==> config.mk <==
export PLATFORM = sky130hd
export DESIGN_NAME = uart_frame_tx_sched
export DESIGN_NICKNAME = d
export VERILOG_FILES = /design/src/rtl/uart_tx_pkg.sv /design/src/rtl/uart_frame_tx_sched.sv
export SDC_FILE = /design/constraint.sdc
export NUM_CORES = 1
export LEC_CHECK = 0
export ABC_AREA = 1
export BUFFER_PORTS_ARGS = -buffer_cell sky130_fd_sc_hd__buf_2
export CORE_MARGIN = 4
export CORE_UTILIZATION = 60
export DETAILED_ROUTE_END_ITERATION = 8
export PLACE_DENSITY = 0.91
export SYNTH_ARGS = -nofsm -noshare
export SYNTH_HDL_FRONTEND = slang
export SYNTH_SLANG_ARGS = --single-unit
==> constraint.sdc <==
create_clock -name clk -period 3.5 [get_ports clk]
set_input_delay 0.175 -clock clk [delete_from_list [all_inputs] [get_ports clk]]
set_output_delay 0.175 -clock clk [all_outputs]
set_load 0.05 [all_outputs]
==> src/rtl/uart_tx_pkg.sv <==
// Shared definitions for the UART frame transmit path: scheduler states and framing constants.
package uart_tx_pkg;

   localparam int unsigned FRAME_BYTES = 5160;
   localparam logic [7:0]  SYNC0       = 8'hAA;
   localparam logic [7:0]  SYNC1       = 8'h55;

   typedef enum logic [3:0] {
      StIdle,
      StHdr0,
      StHdr1,
      StLenHi,
      StLenLo,
      StPayRd,
      StPayCap,
      StPayPush,
      StCksum,
      StDone
   } tx_sched_state_t;

endpackage

==> src/rtl/uart_frame_tx_sched.sv <==
// Streams one framed packet (sync, length, RAM payload, XOR checksum) into the UART TX FIFO
// per frame tick, with one queued request and a saturating drop counter.
module uart_frame_tx_sched #(
   parameter int unsigned FRAME_BYTES = uart_tx_pkg::FRAME_BYTES,
   parameter int unsigned ADDR_W      = (FRAME_BYTES > 1) ? $clog2(FRAME_BYTES) : 1,
   parameter logic [7:0]  SYNC0       = uart_tx_pkg::SYNC0,
   parameter logic [7:0]  SYNC1       = uart_tx_pkg::SYNC1
) (
   input  logic              clk,
   input  logic              reset,
   input  logic              frame_tick,
   output logic              ram_re,
   output logic [ADDR_W-1:0] ram_addr,
   input  logic [7:0]        ram_rdata,
   input  logic              fifo_full,
   output logic              fifo_push,
   output logic [7:0]        fifo_data,
   output logic              busy,
   output logic              frame_done,
   output logic [7:0]        drop_cnt
);
   import uart_tx_pkg::*;

   localparam logic [15:0]       LEN      = 16'(FRAME_BYTES);
   localparam logic [ADDR_W-1:0] LAST_IDX = ADDR_W'(FRAME_BYTES - 1);

   tx_sched_state_t   state_q;
   logic              pending_q;
   logic [7:0]        cksum_q;
   logic [7:0]        hold_q;
   logic [ADDR_W-1:0] idx_q;
   logic [7:0]        drop_q;
   logic              push_state;

   always_ff @(posedge clk or negedge reset) begin
      if (!reset) begin
         state_q   <= StIdle;
         pending_q <= 1'b0;
         cksum_q   <= 8'h00;
         hold_q    <= 8'h00;
         idx_q     <= '0;
         drop_q    <= 8'h00;
      end else begin
         // DONE counts as busy, so a tick there queues rather than starting directly.
         if (frame_tick && state_q != StIdle) begin
            if (!pending_q) begin
               pending_q <= 1'b1;
            end else if (drop_q != 8'hFF) begin
               drop_q <= drop_q + 8'd1;
            end
         end

         unique case (state_q)
            StIdle: begin
               if (frame_tick || pending_q) begin
                  state_q <= StHdr0;
                  cksum_q <= 8'h00;
                  idx_q   <= '0;
                  if (pending_q && !frame_tick) pending_q <= 1'b0;
               end
            end
            StHdr0:  if (!fifo_full) state_q <= StHdr1;
            StHdr1:  if (!fifo_full) state_q <= StLenHi;
            StLenHi: if (!fifo_full) state_q <= StLenLo;
            StLenLo: if (!fifo_full) state_q <= StPayRd;
            StPayRd: state_q <= StPayCap;
            StPayCap: begin
               hold_q  <= ram_rdata;
               state_q <= StPayPush;
            end
            StPayPush: begin
               if (!fifo_full) begin
                  cksum_q <= cksum_q ^ hold_q;
                  if (idx_q == LAST_IDX) begin
                     idx_q   <= '0;
                     state_q <= StCksum;
                  end else begin
                     idx_q   <= idx_q + 1'b1;
                     state_q <= StPayRd;
                  end
               end
            end
            StCksum: if (!fifo_full) state_q <= StDone;
            StDone: begin
               cksum_q <= 8'h00;
               state_q <= StIdle;
            end
            default: state_q <= StIdle;
         endcase
      end
   end

   // Push must react to fifo_full in the same cycle, so it is decoded rather than registered.
   always_comb begin
      push_state = 1'b0;
      fifo_data  = 8'h00;
      unique case (state_q)
         StHdr0:    begin push_state = 1'b1; fifo_data = SYNC0;      end
         StHdr1:    begin push_state = 1'b1; fifo_data = SYNC1;      end
         StLenHi:   begin push_state = 1'b1; fifo_data = LEN[15:8];  end
         StLenLo:   begin push_state = 1'b1; fifo_data = LEN[7:0];   end
         StPayPush: begin push_state = 1'b1; fifo_data = hold_q;     end
         StCksum:   begin push_state = 1'b1; fifo_data = cksum_q;    end
         default:   ;
      endcase
   end

   assign fifo_push  = push_state && !fifo_full;
   assign ram_re     = (state_q == StPayRd);
   assign ram_addr   = ram_re ? idx_q : '0;
   assign busy       = (state_q != StIdle) && (state_q != StDone);
   assign frame_done = (state_q == StDone);
   assign drop_cnt   = drop_q;

endmodule

==> results.json <==
{
  "rows": 23,
  "cts_setup_buffers": 0,
  "vdd_drop_max_uv": 535,
  "rsz0062_at_grt": "false",
  "insertion_delay_ns": 0.29,
  "cpPeakStageDelay_ns": 0.45,
  "critPathSlowestCell": "dfrtp_1",
  "endpoint": "fifo_push",
  "final_nets": 396,
  "fp.dieW_um": 72.6,
  "layout_worst_path_cycle_share_pct": 60.8,
  "postCtsHoldBufs": 0,
  "fp.dieH_um": 72.6,
  "clockRootBuffer": "clkbuf_8",
  "fmax_mhz": 470,
  "core-area_um2": 4030,
  "routed_wl_mm": 5.68,
  "io_pins": 45,
  "grt_pass1_vias": 2252,
  "crit_path_frequent_cell": "nor2_1",
  "grt_pass1_wl_mm": 9.58,
  "ys_seq_area_share_pct": 42.0,
  "hold_viol": 0,
  "synth_edf_count": 0,
  "drive_above_1_share_pct": 18.1,
  "status": "finished, final reports clean",
  "clk_pin_slew_ns": 0.08,
  "grt_max_degree": 43,
  "dp_hpwl_mm": 4.17,
  "yosys-top-cells-area": "dfrtp_1, nand2_1, nor2_1",
  "ys_top_cells_by_count": "nand2_1, nor2_1, dfrtp_1, inv_1, nand3_1",
  "antenna_cells": 0,
  "drcViolationCount": 0,
  "yosys.area.top_type_share_pct": 42.0,
  "crit_buf_inv": 1,
  "cap_violations": 0,
  "first_pass_iters": 6,
  "power.density_nw_per_um2": 803,
  "avgSynthCellArea_um2": 7.36,
  "vias": 2467,
  "yosysTopAreaCell": "dfrtp_1",
  "synth_area_um2": 2500,
  "dp.cells": 425,
  "antenna_found_initial": 0,
  "syn_inst": 340,
  "placed_area_um2": 2730,
  "drv_slew": 0,
  "synth-main-ff-cell": "dfrtp_1",
  "portBuffers": 44,
  "syn_to_final_growth_pct": 12.3,
  "cp-start-kind": "flip-flop",
  "fin_util_pct": 69.7,
  "cpLargestDelayFamily": "simple AND/OR/NAND/NOR gates",
  "gp_congestion": 0.917,
  "cts.path.max_buffers": 2,
  "r2r-end": "idx_q[3]",
  "yosysMostFrequentCell": "nand2_1",
  "path_depth": 6,
  "critPathKind": "reg2out",
  "worstPathMaxFanout": 11,
  "cp_data_required_time_ns": 3.32,
  "rrSetupSlack_ns": 1.61,
  "hold_ws_ns": 0.00705,
  "multiInputGateArea_um2": 1220,
  "cts.repair.resized": 0,
  "clock_skew_ns": 0.00953,
  "ys_ff_latch": 42,
  "fill_cells": 360,
  "synth_warnings": 0,
  "slew_headroom_pct": 38.4,
  "cp.arrival_ns": 1.95,
  "die-area_um2": 5270,
  "crit_chain": "nor2_1 > nand3_1 > nand2_1 > nor2_1 > nor2_1 > buf_2",
  "startpoint": "state_q[1]",
  "reg2reg_from": "state_q[0]",
  "start_util_pct": 62.1,
  "hold_path_class": "in2async",
  "drt_iter0_drc": 266,
  "worst_slew_pin_slew_ns": 0.925,
  "final_cells": 432,
  "htreeDepth": 2,
  "viasPerCell": 5.71,
  "gr-total-overflow": 0,
  "routedWlPerCell_um": 13.1,
  "synthArstFlopShare_pct": 100,
  "finalSetupTns_ns": 0,
  "seqCellArea_um2": 1050,
  "power.leakage_uw": 0.00142,
  "track_usage_pct": 22.6,
  "cts_tree": "yes",
  "numClockSinks": 42,
  "end_kind": "output port",
  "postRouteAntennaNets": 0,
  "design_area_um2": 2810,
  "reg2regPathDepth": 7,
  "synth.net_count": 354,
  "finalSetupViolCount": 0,
  "synth_cell_types": 30,
  "numCtsBuffers": 5,
  "final.min_clock_period_ns": 2.13
}
-- power breakdown --
part           internal (µW)  switching (µW)
clock                    134             161
combinational            296             928
sequential               619             117
total                   1050            1210
-- layer usage --
layer | global-route usage, % | vias up | share of wire [%]
li1 | - | 1210 | -
met1 | 30.7 | 1153 | 44
met2 | 36.3 | 92 | 49
met3 | 4.29 | 12 | 6.4
met4 | 7.58 | 0 | 1.3
met5 | 0 | - | 0
-- cells by family after synthesis --
kind of cell | Yosys count | synth area share (%)
AO/OA/AOI/OAI | 55 | 12.7
XOR/XNOR | 7 | 2.45
adder cells (fa/ha/maj) | 2 | 1.00
buffers and inverters | 56 | 9.20
flip-flops | 42 | 42.0
AND/OR/NAND/NOR | 178 | 32.7
-- how the worst min path moves through the flow --
stage / end / from / slack (ns) / depth (start not counted)
2_1_floorplan: cksum_q[0] / reset / -0.12 / 0
3_3_place_gp: idx_q[10] / reset / 0.36 / 1
3_5_place_dp: idx_q[10] / reset / 0.36 / 1
4_1_cts: idx_q[10] / reset / 0.04 / 1
5_1_grt: drop_cnt[1] / reset / 0.09 / 1
6_report: idx_q[10] / reset / 0.007 / 1
-- stage by stage --
step | total power [µW] | worst slack, ns
2_1_floorplan | 1730 | 0.935
3_3_place_gp | 1920 | 1.75
3_5_place_dp | 1960 | 1.65
4_1_cts | 2260 | 1.38
5_1_grt | 2410 | 1.26
6_report | 2250 | 1.37
-- worst register-to-register path: cells and delay by family (launching register included) --
kind | cells | cell delay, ns
AND/OR/NAND/NOR | 4 | 0.92
buffers and inverters | 2 | 0.29
AO/OA/AOI/OAI | 1 | 0.12
flip-flops | 1 | 0.47
-- flip-flops by register name, summed over array words and instances, names as in the netlist --
name,flops
cksum_q,8
state_q,4
idx_q,13
hold_q,8
pending_q,1
drop_cnt,8
-- cell usage in the layout (no fill, tap or decap), types with 8 or more instances in the layout --
cell type / n
o21ai_1: 21
nor2_1: 43
dfrtp_1: 42
o21ai_0: 11
a21oi_1: 10
nand3_1: 22
nand2_1: 76
o221ai_1: 8
nand4_1: 21
inv_1: 41
buf_2: 44
-- final cells by class --
| type | instances | area share (%) |
|---|---|---|
| clock buffers | 5 | 2.45 |
| clock inverters | 2 | 0.356 |
| inverters | 47 | 6.28 |
| multi-input cells | 242 | 43.4 |
| flip-flops and latches | 42 | 37.4 |
| well taps | 50 | 2.23 |
| repair buffers | 44 | 7.84 |
(Power assumes the default switching activity.)
